[config.mk]
export PLATFORM = sky130hd
export DESIGN_NAME = pipeline_hazard_ctrl
export DESIGN_NICKNAME = d
export VERILOG_FILES = /design/src/rtl/pipeline_hazard_ctrl.sv
export SDC_FILE = /design/constraint.sdc
export NUM_CORES = 1
export LEC_CHECK = 0
export CAP_MARGIN = 20
export CORE_ASPECT_RATIO = 1.1
export CORE_UTILIZATION = 30
export CTS_CLUSTER_SIZE = 30
export DETAILED_ROUTE_END_ITERATION = 10
export DONT_BUFFER_PORTS = 1
export PLACE_DENSITY = 0.51
export SLEW_MARGIN = 20
export SYNTH_ARGS = -nofsm -noshare
export SYNTH_HDL_FRONTEND = slang
export SYNTH_SLANG_ARGS = --single-unit
[constraint.sdc]
create_clock -name clk -period 4 [get_ports clk]
set_clock_uncertainty 0.2 [all_clocks]
set_input_delay 0.2 -clock clk [delete_from_list [all_inputs] [get_ports clk]]
set_output_delay 0.2 -clock clk [all_outputs]
set_load 0.1 [all_outputs]
[src/rtl/pipeline_hazard_ctrl.sv]
// Stall/flush sequencer for the 5-stage pipeline: load-use stall, taken-branch flush, memory-wait stall.
// Optional memory watchdog enabled by defining MEM_TIMEOUT_EN.
module pipeline_hazard_ctrl #(
  parameter int unsigned TIMEOUT_CYCLES = 256
) (
  input  logic        clk,
  input  logic        rstN,
  input  logic [4:0]  rs1_Id,
  input  logic [4:0]  rs2_Id,
  input  logic        usesRs1_Id,
  input  logic        usesRs2_Id,
  input  logic        memRead_Ex,
  input  logic [4:0]  rd_Ex,
  input  logic        branchTaken_Ex,
  input  logic        memAccess_Mem,
  input  logic        memReady,
  output logic        memReq,
  output logic        pcEn,
  output logic        ifIdEn,
  output logic        idExEn,
  output logic        exMemEn,
  output logic        memWbEn,
  output logic        ifIdFlush,
  output logic        idExFlush,
  output logic        memWbBubble,
  output logic [15:0] stallCount,
  output logic        memErr
);

  localparam int unsigned CNT_W = 16;

  typedef enum logic {RUN, MEMWAIT} state_t;

  state_t state, state_next;
  logic   load_use;
  logic   force_done;
  logic   mem_stall;

  if (TIMEOUT_CYCLES < 2 || TIMEOUT_CYCLES > 65535) begin : g_bad_timeout
    $error("TIMEOUT_CYCLES out of range 2..65535");
  end

  assign load_use = memRead_Ex && (rd_Ex != 5'd0) &&
                    ((usesRs1_Id && (rs1_Id == rd_Ex)) || (usesRs2_Id && (rs2_Id == rd_Ex)));

`ifdef MEM_TIMEOUT_EN
  logic [CNT_W-1:0] wait_cnt;

  // A stuck access is released as if memReady had arrived on the last allowed wait cycle.
  assign force_done = (state == MEMWAIT) && memAccess_Mem && !memReady &&
                      (wait_cnt == CNT_W'(TIMEOUT_CYCLES - 1));

  // Counter sits at zero in RUN so it is already cleared when MEMWAIT is entered.
  always_ff @(posedge clk or negedge rstN) begin
    if (!rstN) begin
      wait_cnt <= '0;
      memErr   <= 1'b0;
    end else begin
      if (state == RUN) begin
        wait_cnt <= '0;
      end else if (wait_cnt != {CNT_W{1'b1}}) begin
        wait_cnt <= wait_cnt + CNT_W'(1);
      end
      if (force_done) begin
        memErr <= 1'b1;
      end
    end
  end
`else
  assign force_done = 1'b0;
  assign memErr     = 1'b0;
`endif

  assign mem_stall = memAccess_Mem && !memReady && !force_done;

  // State register and saturating stall counter.
  always_ff @(posedge clk or negedge rstN) begin
    if (!rstN) begin
      state      <= RUN;
      stallCount <= '0;
    end else begin
      state <= state_next;
      if (mem_stall && (stallCount != {CNT_W{1'b1}})) begin
        stallCount <= stallCount + CNT_W'(1);
      end
    end
  end

  // Next state and zero-latency pipeline controls; memStall outranks branch, branch outranks load-use.
  always_comb begin
    state_next  = state;
    memReq      = memAccess_Mem;
    pcEn        = 1'b1;
    ifIdEn      = 1'b1;
    idExEn      = 1'b1;
    exMemEn     = 1'b1;
    memWbEn     = 1'b1;
    ifIdFlush   = 1'b0;
    idExFlush   = 1'b0;
    memWbBubble = 1'b0;

    case (state)
      RUN:     state_next = mem_stall ? MEMWAIT : RUN;
      MEMWAIT: state_next = mem_stall ? MEMWAIT : RUN;
      default: state_next = RUN;
    endcase

    if (!rstN) begin
      memReq  = 1'b0;
      pcEn    = 1'b0;
      ifIdEn  = 1'b0;
      idExEn  = 1'b0;
      exMemEn = 1'b0;
      memWbEn = 1'b0;
    end else if (mem_stall) begin
      pcEn        = 1'b0;
      ifIdEn      = 1'b0;
      idExEn      = 1'b0;
      exMemEn     = 1'b0;
      memWbBubble = 1'b1;
    end else if (branchTaken_Ex) begin
      ifIdFlush = 1'b1;
      idExFlush = 1'b1;
    end else if (load_use) begin
      pcEn      = 1'b0;
      ifIdEn    = 1'b0;
      idExFlush = 1'b1;
    end
  end

endmodule

==> out/qor.yml <==
outcome:
  status: "complete, but fails checks"
  failed_checks: "DRC"
layout:
  area_growth_pct: 18.14
  register_area_um2: 400.4
  top_regs: "stallCount (16)"
  multi_input_area_um2: 574.3
  layout_commonest_cell: "xnor2_1"
  stdcell_count: 147
  diodes: 0
  largest_reg_flops: 16
  regMostFlops: "stallCount"
  num-fill-cells: 316
  final_area_um2: 1190
  mostFrequentLayoutCells: "20 x xnor2_1, 16 x dfrtp_1, 15 x buf_4"
  finalNetCount: 138
  drive_above_1_share: 0.2566
pwr:
  combPwrFrac: 0.518
  p_per_area_nw_per_um2: 611.3
  ir_worst_vdd_mv: 0.4633
  seqPwrFrac: 0.331
  switching_share: 0.5515
  power_frac_clock: 0.152
  p_sw_w: 0.0004011
  leakage_nw: 0.5029
  internal-power_w: 0.0003262
die:
  std_cell_rows: 21
  dieArea_um2: 3593
  core-area_um2: 3127
  die_w_um: 57.25
  io_pins: 49
  start_util: 0.3221
  die_h_um: 62.77
worst_setup_path:
  crit_slowest_cell: "dfrtp_1"
  path_cells: "ha_1 -> nand2_1 -> nor4_4 -> a41oi_4 -> mux2_4"
  crit_fanout: 9
  crit_required_ps: 3990
  max_stage_delay_ps: 990
  reg2reg_to: "stallCount[1]"
  r2r_cells: 5
  end_kind: "register"
  arrival_ps: 2770
  ff2ff_setup_slack_ps: 1220
  cp-start-kind: "register"
  r2r_start: "stallCount[1]"
  path_class: "register to register"
synthesis:
  syn-instance-count: 97
  synth_cell_type_count: 30
  synth_warnings: 0
  synth_area_um2: 1007
  synth-seq-cells: 16
  synth_seq_area_share: 0.3975
  syn_nets: 121
  synth.avg_cell_area_um2: 10.38
detailed_routing:
  drtAntennaViolNets: 0
  finalWirelength_mm: 2.198
  via_per_inst: 5.197
  drt_iter0_drc: 11
  drc: 4
  vias: 764
  wl_per_cell_um: 14.95
  firstDrtPassIters: 8
sta:
  max_freq_mhz: 359.3
  worstMarginPinSlew_ps: 1157
  min_period_ps: 2783
  setup_viol: 0
  rsz0062_at_grt: "no"
  hold_viol: 0
  slew_viol_final: 0
  fin_crit_sh: 0.6958
  max-slew-margin-rel: 0.2242
  fin_tns_setup_ps: 0
run:
  max_cap_violations: 0
min_path:
  min_from: "memAccess_Mem"
  hold_class: "primary input to register"
  hold_path_depth: 3
  whs_endpoint: "stallCount[8]"
cts:
  post_cts_resized: 0
  clk_pin_slew_worst_paths_ps: 100
  tritoncts: "built"
  cts_hold_buffers: 2
  clockBufferDepth: 2
  htree_levels: 1
  cts-root-buf: "clkbuf_4"
  clock-sinks: 16
  cts_setup_buffers: 0
  insertion_delay_ps: 290
  cts-buffers-inserted: 3
placed_design:
  place_inst: 141
  globalplace.congestion: 0.7390
  postPlaceCellArea_um2: 1134
  io_buffers: 0
  hpwl_mm: 1.705
global_routing:
  grt_max_degree: 17
  grtUsageTotal: 0.1223
  antenna_found_initial: 0
  grt_pass1_wl_mm: 3.394
  grt_pass1_vias: 756
  overflow: 0
per-stage QoR:
step | utilization | hold WS (ps) | setup WS, ps | power, W
detailed placement | 0.3625 | -294.6 | 1226 | 0.0006143
global route | 0.3806 | 128.0 | 1123 | 0.0007476
global placement | 0.3625 | -294.9 | 1276 | 0.0006110
finish | 0.3806 | 87.52 | 1217 | 0.0007273
CTS | 0.3806 | 85.87 | 1210 | 0.0007306
floorplan | - | -295.6 | 32.39 | 0.0005598
Yosys cell counts, drive strengths merged:
cell type  number  area (um^2)
and4            1        8.760
conb            1        3.750
nand4           7        56.30
and2            5        31.28
nor2b           1        6.260
nor2            6        22.52
xnor2          20        175.2
inv             1        3.750
o21a            1        7.510
buf             4        30.03
nor4b           1        15.01
ha              1        12.51
nand2           8        30.03
xor2            2        17.52
dfrtp          16        400.4
mux2            1        15.01
nand3           6        30.03
o211ai          1        7.510
a41oi           2        36.29
a21boi          1        7.510
and3            2        12.51
nor4            2        33.78
clkbuf          1        5.000
a31oi           3        18.77
o22ai           1        6.260
or4             1        7.510
nand2b          1        6.260
cells by family after synthesis:
logic type / after synthesis / synth area share
xor gates and xnor gates: 22 / 0.1913
adders and majority gates: 1 / 0.01242
other: 1 / 0.003723
muxes: 1 / 0.01490
buffers and inverters: 6 / 0.03850
DFF: 16 / 0.3975
and+or+nand+nor: 41 / 0.2584
AOI/OAI and AO/OA: 9 / 0.08325
power by group through the flow:
| stage | combinational, W | sequential [W] | clock (W) |
|---|---|---|---|
| detailed placement | 0.000370 | 0.000244 | 0 |
| global placement | 0.000367 | 0.000244 | 0 |
| CTS | 0.000378 | 0.000241 | 0.000112 |
| finish | 0.000376 | 0.000240 | 0.000110 |
| floorplan | 0.000122 | 0.000438 | 0 |
| global route | 0.000388 | 0.000242 | 0.000117 |
cell type report:
class	count	share of cell area
repair buffers	17	0.1115
flip-flops and latches	16	0.3365
inverters	1	0.003155
well taps	34	0.03575
multi-input cells	75	0.4827
clock buffers	4	0.03049
per-layer routing:
metal | vias to the layer above | global-route usage | share of wire
li1 | 373 | - | -
met1 | 365 | 0.1456 | 0.42
met2 | 22 | 0.2059 | 0.51
met3 | 4 | 0.03520 | 0.052
met4 | 0 | 0.04573 | 0.018
met5 | - | 0 | 0
worst max-delay path: cells and delay by family, from the launching register on:
kind | cells | cell delay (ps)
AOI/OAI and AO/OA | 1 | 240
adders and majority gates | 1 | 340
and+or+nand+nor | 2 | 520
muxes | 1 | 390
DFF | 1 | 990
worst max-delay path by stage:
stage	depth (start not counted)	start	end	slack, ps
4_1_cts	5	stallCount[1]	stallCount[1]	1210
3_5_place_dp	5	stallCount[1]	stallCount[1]	1230
6_report	5	stallCount[1]	stallCount[1]	1220
5_1_grt	5	stallCount[1]	stallCount[1]	1120
3_3_place_gp	5	stallCount[1]	stallCount[1]	1280
2_1_floorplan	3	memReady	idExFlush	30
(Power assumes the default switching activity.)
